<file path="src/rtl/alu_mul_sequencer_if.sv">
// Multiply request/response bundle between the CPU control unit and alu_mul_sequencer.
// The master (CPU side) issues start with operands; the slave returns busy/done/product.
interface alu_mul_sequencer_if;
    logic        start;
    logic [7:0]  mcand;
    logic [7:0]  mplier;
    logic        busy;
    logic        done;
    logic [15:0] product;

    modport master (output start, mcand, mplier, input busy, done, product);
    modport slave  (input start, mcand, mplier, output busy, done, product);
endinterface

</file>
<file path="src/rtl/alu_mul_sequencer.sv">
// Unsigned 8x8 shift-and-add multiplier that borrows the MiniRISC ALU (ADD + ROR-through-carry).
// Macro MUL_FLAG_RESTORE_EN: save the ALU flags at start and write them back before done.
//
// state   | meaning
// IDLE    | ALU passes CPU controls through, waits for start
// ADD     | hi += (lo[0] ? mc : 0), carry lands in ALU C
// RORH    | rotate {C,hi} right through carry
// RORL    | rotate {C,lo} right through carry, count iteration
// RESTORE | write saved flags back (MUL_FLAG_RESTORE_EN only)
// FIN     | done pulse, product = {hi,lo}
module alu_mul_sequencer #(
    parameter bit EARLY_DONE = 1'b0
) (
    input  logic                clk,
    input  logic                rst,
    alu_mul_sequencer_if.slave  mul,
    input  logic [1:0]          cpu_op_type,
    input  logic [1:0]          cpu_arith_sel,
    input  logic [1:0]          cpu_logic_sel,
    input  logic [3:0]          cpu_shift_sel,
    input  logic [7:0]          cpu_operand1,
    input  logic [7:0]          cpu_operand2,
    input  logic [3:0]          cpu_flag_din,
    input  logic                cpu_flag_wr,
    output logic [1:0]          alu_op_type,
    output logic [1:0]          alu_arith_sel,
    output logic [1:0]          alu_logic_sel,
    output logic [3:0]          alu_shift_sel,
    output logic [7:0]          alu_operand1,
    output logic [7:0]          alu_operand2,
    output logic [3:0]          alu_flag_din,
    output logic                alu_flag_wr,
    input  logic [7:0]          alu_result,
    input  logic                alu_flag_z,
    input  logic                alu_flag_c,
    input  logic                alu_flag_n,
    input  logic                alu_flag_v
);
    localparam logic [1:0] ALU_ARITH = 2'b00;
    localparam logic [1:0] ALU_SHIFT = 2'b10;
    localparam logic [1:0] SHIFT_ROR = 2'b11;

    localparam logic [2:0] S_IDLE    = 3'd0;
    localparam logic [2:0] S_ADD     = 3'd1;
    localparam logic [2:0] S_RORH    = 3'd2;
    localparam logic [2:0] S_RORL    = 3'd3;
    localparam logic [2:0] S_FIN     = 3'd5;
`ifdef MUL_FLAG_RESTORE_EN
    localparam logic [2:0] S_RESTORE = 3'd4;
    localparam logic [1:0] ALU_MOVE  = 2'b11;
    localparam int FLAG_Z = 0;
    localparam int FLAG_C = 1;
    localparam int FLAG_N = 2;
    localparam int FLAG_V = 3;
`endif

    logic [2:0]  state_q, state_d;
    logic [7:0]  mc_q, mc_d;
    logic [7:0]  hi_q, hi_d;
    logic [7:0]  lo_q, lo_d;
    logic [2:0]  cnt_q, cnt_d;
    logic [15:0] product_q, product_d;
    logic        seq_own;
`ifdef MUL_FLAG_RESTORE_EN
    logic [3:0]  flags_q, flags_d;
`else
    logic        unused_flags;
    assign unused_flags = ^{alu_flag_z, alu_flag_c, alu_flag_n, alu_flag_v};
`endif

`ifdef MUL_FLAG_RESTORE_EN
    assign seq_own = (state_q == S_ADD) || (state_q == S_RORH) ||
                     (state_q == S_RORL) || (state_q == S_RESTORE);
`else
    assign seq_own = (state_q == S_ADD) || (state_q == S_RORH) || (state_q == S_RORL);
`endif

    assign mul.busy    = seq_own;
    assign mul.done    = (state_q == S_FIN);
    assign mul.product = (state_q == S_FIN) ? {hi_q, lo_q} : product_q;

    always_comb begin
        state_d   = state_q;
        mc_d      = mc_q;
        hi_d      = hi_q;
        lo_d      = lo_q;
        cnt_d     = cnt_q;
        product_d = product_q;
`ifdef MUL_FLAG_RESTORE_EN
        flags_d   = flags_q;
`endif
        case (state_q)
            S_IDLE: begin
                if (mul.start) begin
                    mc_d    = mul.mcand;
                    hi_d    = 8'h00;
                    lo_d    = mul.mplier;
                    cnt_d   = 3'd0;
                    state_d = S_ADD;
`ifdef MUL_FLAG_RESTORE_EN
                    flags_d[FLAG_Z] = alu_flag_z;
                    flags_d[FLAG_C] = alu_flag_c;
                    flags_d[FLAG_N] = alu_flag_n;
                    flags_d[FLAG_V] = alu_flag_v;
`endif
                    if (EARLY_DONE && ((mul.mcand == 8'h00) || (mul.mplier == 8'h00))) begin
                        lo_d    = 8'h00;
                        state_d = S_FIN;
                    end
                end
            end
            S_ADD: begin
                hi_d    = alu_result;
                state_d = S_RORH;
            end
            S_RORH: begin
                hi_d    = alu_result;
                state_d = S_RORL;
            end
            S_RORL: begin
                lo_d = alu_result;
                if (cnt_q == 3'd7) begin
`ifdef MUL_FLAG_RESTORE_EN
                    state_d = S_RESTORE;
`else
                    state_d = S_FIN;
`endif
                end else begin
                    cnt_d   = cnt_q + 3'd1;
                    state_d = S_ADD;
                end
            end
`ifdef MUL_FLAG_RESTORE_EN
            S_RESTORE: state_d = S_FIN;
`endif
            S_FIN: begin
                product_d = {hi_q, lo_q};
                state_d   = S_IDLE;
            end
            default: state_d = S_IDLE;
        endcase
    end

    // Outside the sequencing states the CPU owns the ALU unchanged.
    always_comb begin
        alu_op_type   = cpu_op_type;
        alu_arith_sel = cpu_arith_sel;
        alu_logic_sel = cpu_logic_sel;
        alu_shift_sel = cpu_shift_sel;
        alu_operand1  = cpu_operand1;
        alu_operand2  = cpu_operand2;
        alu_flag_din  = cpu_flag_din;
        alu_flag_wr   = cpu_flag_wr;
        if (seq_own) begin
            alu_op_type   = ALU_ARITH;
            alu_arith_sel = 2'b00;
            alu_logic_sel = 2'b00;
            alu_shift_sel = 4'b0000;
            alu_operand1  = 8'h00;
            alu_operand2  = 8'h00;
            alu_flag_din  = 4'b0000;
            alu_flag_wr   = 1'b0;
            case (state_q)
                S_ADD: begin
                    alu_operand1 = hi_q;
                    alu_operand2 = lo_q[0] ? mc_q : 8'h00;
                end
                S_RORH: begin
                    alu_op_type   = ALU_SHIFT;
                    alu_shift_sel = {1'b0, 1'b1, SHIFT_ROR};
                    alu_operand1  = hi_q;
                end
                S_RORL: begin
                    alu_op_type   = ALU_SHIFT;
                    alu_shift_sel = {1'b0, 1'b1, SHIFT_ROR};
                    alu_operand1  = lo_q;
                end
`ifdef MUL_FLAG_RESTORE_EN
                S_RESTORE: begin
                    alu_op_type  = ALU_MOVE;
                    alu_flag_din = flags_q;
                    alu_flag_wr  = 1'b1;
                end
`endif
                default: ;
            endcase
        end
    end

    always_ff @(posedge clk) begin
        if (rst) begin
            state_q   <= S_IDLE;
            mc_q      <= 8'h00;
            hi_q      <= 8'h00;
            lo_q      <= 8'h00;
            cnt_q     <= 3'd0;
            product_q <= 16'h0000;
`ifdef MUL_FLAG_RESTORE_EN
            flags_q   <= 4'b0000;
`endif
        end else begin
            state_q   <= state_d;
            mc_q      <= mc_d;
            hi_q      <= hi_d;
            lo_q      <= lo_d;
            cnt_q     <= cnt_d;
            product_q <= product_d;
`ifdef MUL_FLAG_RESTORE_EN
            flags_q   <= flags_d;
`endif
        end
    end
endmodule

</file>
<file path="src/flat_wrapper.sv">
// flat-port wrapper written by rule: the top's interface ports become plain ports
module alu_mul_sequencer_flat 
#(
    parameter bit EARLY_DONE = 1'b0
)
  (clk, rst, cpu_op_type, cpu_arith_sel, cpu_logic_sel, cpu_shift_sel, cpu_operand1, cpu_operand2, cpu_flag_din, cpu_flag_wr, alu_op_type, alu_arith_sel, alu_logic_sel, alu_shift_sel, alu_operand1, alu_operand2, alu_flag_din, alu_flag_wr, alu_result, alu_flag_z, alu_flag_c, alu_flag_n, alu_flag_v, mul_start, mul_mcand, mul_mplier, mul_busy, mul_done, mul_product);
  alu_mul_sequencer_if mul_i ();
  input  logic clk;
  input  logic rst;
  input  logic [1:0] cpu_op_type;
  input  logic [1:0] cpu_arith_sel;
  input  logic [1:0] cpu_logic_sel;
  input  logic [3:0] cpu_shift_sel;
  input  logic [7:0] cpu_operand1;
  input  logic [7:0] cpu_operand2;
  input  logic [3:0] cpu_flag_din;
  input  logic cpu_flag_wr;
  output logic [1:0] alu_op_type;
  output logic [1:0] alu_arith_sel;
  output logic [1:0] alu_logic_sel;
  output logic [3:0] alu_shift_sel;
  output logic [7:0] alu_operand1;
  output logic [7:0] alu_operand2;
  output logic [3:0] alu_flag_din;
  output logic alu_flag_wr;
  input  logic [7:0] alu_result;
  input  logic alu_flag_z;
  input  logic alu_flag_c;
  input  logic alu_flag_n;
  input  logic alu_flag_v;
  input wire logic [$bits(mul_i.start)-1:0] mul_start;
  input wire logic [$bits(mul_i.mcand)-1:0] mul_mcand;
  input wire logic [$bits(mul_i.mplier)-1:0] mul_mplier;
  output wire logic [$bits(mul_i.busy)-1:0] mul_busy;
  output wire logic [$bits(mul_i.done)-1:0] mul_done;
  output wire logic [$bits(mul_i.product)-1:0] mul_product;
  assign mul_i.start = mul_start;
  assign mul_i.mcand = mul_mcand;
  assign mul_i.mplier = mul_mplier;
  assign mul_busy = mul_i.busy;
  assign mul_done = mul_i.done;
  assign mul_product = mul_i.product;
  alu_mul_sequencer #(.EARLY_DONE(EARLY_DONE)) u_core (.clk(clk), .rst(rst), .mul(mul_i), .cpu_op_type(cpu_op_type), .cpu_arith_sel(cpu_arith_sel), .cpu_logic_sel(cpu_logic_sel), .cpu_shift_sel(cpu_shift_sel), .cpu_operand1(cpu_operand1), .cpu_operand2(cpu_operand2), .cpu_flag_din(cpu_flag_din), .cpu_flag_wr(cpu_flag_wr), .alu_op_type(alu_op_type), .alu_arith_sel(alu_arith_sel), .alu_logic_sel(alu_logic_sel), .alu_shift_sel(alu_shift_sel), .alu_operand1(alu_operand1), .alu_operand2(alu_operand2), .alu_flag_din(alu_flag_din), .alu_flag_wr(alu_flag_wr), .alu_result(alu_result), .alu_flag_z(alu_flag_z), .alu_flag_c(alu_flag_c), .alu_flag_n(alu_flag_n), .alu_flag_v(alu_flag_v));
endmodule
</file>
<file path="config.mk">
export PLATFORM = sky130hd
export DESIGN_NAME = alu_mul_sequencer_flat
export DESIGN_NICKNAME = d
export VERILOG_FILES = /design/src/rtl/alu_mul_sequencer_if.sv /design/src/rtl/alu_mul_sequencer.sv /design/src/flat_wrapper.sv
export SDC_FILE = /design/constraint.sdc
export NUM_CORES = 1
export LEC_CHECK = 0
export BUFFER_PORTS_ARGS = -buffer_cell sky130_fd_sc_hd__buf_2
export CAP_MARGIN = 20
export CORE_MARGIN = 5
export CORE_UTILIZATION = 40
export CTS_CLUSTER_DIAMETER = 150
export DETAILED_ROUTE_END_ITERATION = 8
export GPL_ROUTABILITY_DRIVEN = 0
export PLACE_DENSITY = 0.71
export SKIP_CTS_REPAIR_TIMING = 1
export SLEW_MARGIN = 20
export SYNTH_ARGS = -nofsm -noshare
export SYNTH_HDL_FRONTEND = slang
export SYNTH_SLANG_ARGS = --single-unit
</file>
<file path="constraint.sdc">
create_clock -name clk -period 1.75 [get_ports clk]
set_input_delay 0.175 -clock clk [delete_from_list [all_inputs] [get_ports clk]]
set_output_delay 0.175 -clock clk [all_outputs]
set_load 0.1 [all_outputs]
</file>
==> qor.log <==
qor: logic_synthesis.synth_enable_flop_cells 0
qor: clocking.cts.root.buffer_cell sky130_fd_sc_hd__clkbuf_8
qor: logic_synthesis.syn-instance-count 252
qor: die.num_io_pins 111
qor: clocking.cts-buffers-inserted 5
qor: timing.timing.final.setup_violations 6
qor: worst_setup_path.critPathRequiredTime 1.57 ns
qor: logic_synthesis.ys_seq_elements 46
qor: worst_setup_path.crit_end alu_operand1[3]
qor: pwr.power_frac_seq 0.311
qor: worst_setup_path.crit_start u_core.state_q[1]$_SDFFE_PP0P_
qor: detailed_routing.drcViolationCount 0
qor: clocking.tritoncts_clock_tree done
qor: detailed_routing.viasPerCell 5.045
qor: worst_setup_path.path_cells buf_6, mux2_2, a22oi_2, o21ai_4, buf_12
qor: detailed_routing.routed_wl 7255 um
qor: logic_synthesis.yosysWarningCount 0
qor: timing.final.setup_skew 0.006480 ns
qor: detailed_routing.antenna_violating_nets_post_route 0
qor: pwr.power_report.internal_total 2.171 mW
qor: worst_setup_path.setup.reg_to_reg.worst_slack 0.13 ns
qor: timing.hold_violations 0
qor: clocking.ctsHtreeMaxLevel 2
qor: logic_synthesis.synth-async-reset-ratio 0
qor: global_route.grt_max_degree 30
qor: hold_path.hold_path.class input port to flip-flop
qor: global_route.number_of_global_route_vias_before_repair 2,296
qor: worst_setup_path.crit_slowest_cell sky130_fd_sc_hd__dfxtp_4
qor: layout.drive_gt1_frac 0.5531
qor: worst_setup_path.worstPathBufferInverterCount 2
qor: clocking.insertion_delay 0.30 ns
qor: worst_setup_path.crit_path_max_fanout 8
qor: timing.report.final.slew_viol_count 0
qor: die.floorplan.die_area 0.007511 mm^2
qor: logic_synthesis.synth.top_cells.by_count sky130_fd_sc_hd__nand2_1 (51), sky130_fd_sc_hd__dfxtp_1 (46), sky130_fd_sc_hd__nor2b_1 (17)
qor: worst_setup_path.timing.rr.end u_core.lo_q[2]$_SDFFE_PP0P_
qor: logic_synthesis.synthesis.area_per_instance 9.329 um^2
qor: pwr.power.switching_fraction 0.4280
qor: logic_synthesis.synth_most_common_cell sky130_fd_sc_hd__nand2_1
qor: die.floorplan.rows 28
qor: logic_synthesis.synth-seq-area-share 0.3917
qor: worst_setup_path.worstSetupStartpointType flip-flop
qor: die.dieHeight 86.67 um
qor: die.initial_core_util 0.4043
qor: detailed_routing.wire_per_inst 16.41 um
qor: pwr.standby_leakage_power 1.809 nW
qor: pwr.p_total 3.795 mW
qor: timing.max_clock_freq 546.7 MHz
qor: logic_synthesis.postSynth.topFlopCell sky130_fd_sc_hd__dfxtp_1
qor: logic_synthesis.netlist_top_cells_area sky130_fd_sc_hd__dfxtp_1 (39%), sky130_fd_sc_hd__nand2_1 (8.1%), sky130_fd_sc_hd__mux2_2 (7.2%)
qor: worst_setup_path.worst_path_largest_cell_delay 0.42 ns
qor: timing.setup_ws -0.07923 ns
qor: die.fp.dieW 86.67 um
qor: global_route.grt_first_pass_wirelength 11,180 um
qor: global_route.total_overflow_reported_by_the_global_router 0
qor: timing.period_minus_slack 1.829 ns
qor: logic_synthesis.synth.lib_cells_used.distinct 33
qor: pwr.power_per_cell_area 931.2 mW/mm^2
qor: layout.layout.cell_area.non_filler 0.004075 mm^2
qor: clocking.cts_sinks 46
qor: worst_setup_path.cp-end-kind output pin
qor: run.timing.max_cap.violations 0
qor: worst_setup_path.critical_path.top_delay_family flip-flops
qor: detailed_routing.drt_iter0_markers 124
qor: global_route.gr-usage-all-layers 0.1852
qor: pwr.netSwitchingPower 1.624 mW
qor: pwr.power_frac_comb 0.497
qor: outcome.run_status finished, violations left
qor: clocking.path_clk_slew 0.09 ns
qor: worst_setup_path.r2r_start u_core.state_q[0]$_SDFFE_PP0P_
qor: pwr.ir_drop 0.4924 mV
qor: clocking.cts_max_path_buffers 2
qor: placement.hpwlAfterDp 5403 um
qor: logic_synthesis.yosysTopAreaCellShare 0.3917
qor: timing.grt_setup_unrepaired true
qor: logic_synthesis.biggest_area_consumer_among_synthesized_cells sky130_fd_sc_hd__dfxtp_1
qor: timing.worstMarginPinSlew 0.3861 ns
qor: worst_setup_path.rr_worst_depth 5
qor: worst_setup_path.critical_path_cell_count 5
qor: timing.slew-limit-headroom 0.7417
qor: layout.total_inserted_antenna_cells 0
qor: layout.area_growth_syn_to_layout 73.34%
qor: timing.fin_setup_tns -0.2831 ns
qor: global_route.antenna_found_initial 0
qor: detailed_routing.detailedRoute.firstPassIterationCount 4
qor: placement.dpl-instance-area 0.003805 mm^2
qor: layout.final_net_count 430
qor: outcome.violations negative setup slack
qor: timing.fraction_of_the_cycle_the_final_worst_path_needs 1.045
qor: logic_synthesis.synth_cell_area 0.002351 mm^2
qor: worst_setup_path.criticalPathCategory flip-flop to output pin
qor: logic_synthesis.synthesis.nets 316
qor: die.coreArea 0.005816 mm^2
qor: pwr.clkPwrFrac 0.191
qor: detailed_routing.via_count 2,230
qor: placement.port-buffer-count 106
qor: worst_setup_path.worst-endpoint-arrival 1.65 ns
## area by class of cell
type,count,area [um^2]
inverter,3,11.26
clock buffer,7,96.34
timing repair buffer,125,1449
fill,412,1740
multi-input combinational,185,1486
clock inverter,1,8.758
sequential,46,929.6
tap,75,93.84
## metal layers
layer / part of all wire / vias up / wire [um] / global-route usage
met5: 0 / - / 0 / 0
met4: 0.012 / 0 / 87 / 0.04958
met3: 0.040 / 10 / 293 / 0.03517
met2: 0.54 / 53 / 3901 / 0.3310
met1: 0.41 / 1057 / 2972 / 0.2264
li1: - / 1110 / - / -
## tightest hold or removal path: stages
cell	delay, ns
sky130_fd_sc_hd__buf_2	0.09
sky130_fd_sc_hd__nand2_1	0.04
sky130_fd_sc_hd__a21oi_1	0.05
## state kept, by name (all words and copies together) (netlist names)
register and flops:
u_core.product_q 16, u_core.hi_q 8, u_core.lo_q 8, u_core.state_q 3
u_core.cnt_q 3, u_core.mc_q 8
## placed cells by master, fill, tap and decap left out, types with 2 or more instances in the layout
master and n:
sky130_fd_sc_hd__a21oi_1 13, sky130_fd_sc_hd__a22o_1 8, sky130_fd_sc_hd__a22o_2 8, sky130_fd_sc_hd__a22oi_2 7
sky130_fd_sc_hd__a311oi_1 8, sky130_fd_sc_hd__and2_2 10, sky130_fd_sc_hd__buf_12 49, sky130_fd_sc_hd__buf_2 57
sky130_fd_sc_hd__buf_4 12, sky130_fd_sc_hd__buf_6 4, sky130_fd_sc_hd__clkbuf_8 7, sky130_fd_sc_hd__dfxtp_1 43
sky130_fd_sc_hd__dfxtp_4 2, sky130_fd_sc_hd__ha_1 2, sky130_fd_sc_hd__inv_1 3, sky130_fd_sc_hd__mux2_2 7
sky130_fd_sc_hd__mux2_4 17, sky130_fd_sc_hd__nand2_1 49, sky130_fd_sc_hd__nand2_2 2, sky130_fd_sc_hd__nand2b_1 3
sky130_fd_sc_hd__nand3b_1 4, sky130_fd_sc_hd__nor2_1 8, sky130_fd_sc_hd__nor2b_1 17, sky130_fd_sc_hd__o21ai_4 7
## power groups by stage
stage	Clock, mW	Combinational, mW	Sequential, mW
6_report	0.726	1.89	1.18
5_1_grt	0.786	1.96	1.19
4_1_cts	0.740	1.84	1.17
3_5_place_dp	0	1.84	1.19
3_3_place_gp	0	1.81	1.19
2_1_floorplan	0	1.20	1.17
## worst min path at each step
stage	start	to	cells past startpoint
5_1_grt	mul_mcand[2]	u_core.mc_q[2]$_SDFFE_PP0P_	3
2_1_floorplan	rst	u_core.state_q[1]$_SDFFE_PP0P_	1
4_1_cts	mul_mcand[6]	u_core.mc_q[6]$_SDFFE_PP0P_	3
3_5_place_dp	alu_result[1]	u_core.hi_q[1]$_SDFFE_PP0P_	2
3_3_place_gp	alu_result[7]	u_core.hi_q[7]$_SDFFE_PP0P_	2
6_report	mul_mcand[6]	u_core.mc_q[6]$_SDFFE_PP0P_	3
## logic make-up (layout without fill, tap and decap cells)
group,Yosys count,count (layout),share of synthesized area
compound gates,55,55,0.1714
xor+xnor,1,1,0.003726
fa+ha+maj,2,2,0.01064
buf+inv,21,136,0.05481
flops,46,46,0.3917
mux,24,24,0.1293
simple gates,103,103,0.2384
## through the flow
| step | util | setup WS, ns | hold WS, ns | cells |
|---|---|---|---|---|
| after floorplan | - | -0.1980 | 0.2713 | 252 |
| after global placement | 0.6543 | 0.08683 | 0.4142 | 431 |
| after detailed placement | 0.6543 | 0.03459 | 0.4233 | 431 |
| after CTS | 0.6723 | -0.3256 | 0.1097 | 439 |
| after global routing | 0.7007 | -0.1339 | 0.1049 | 442 |
| final | 0.7007 | -0.07923 | 0.1113 | 442 |
(Power assumes the default switching activity.)
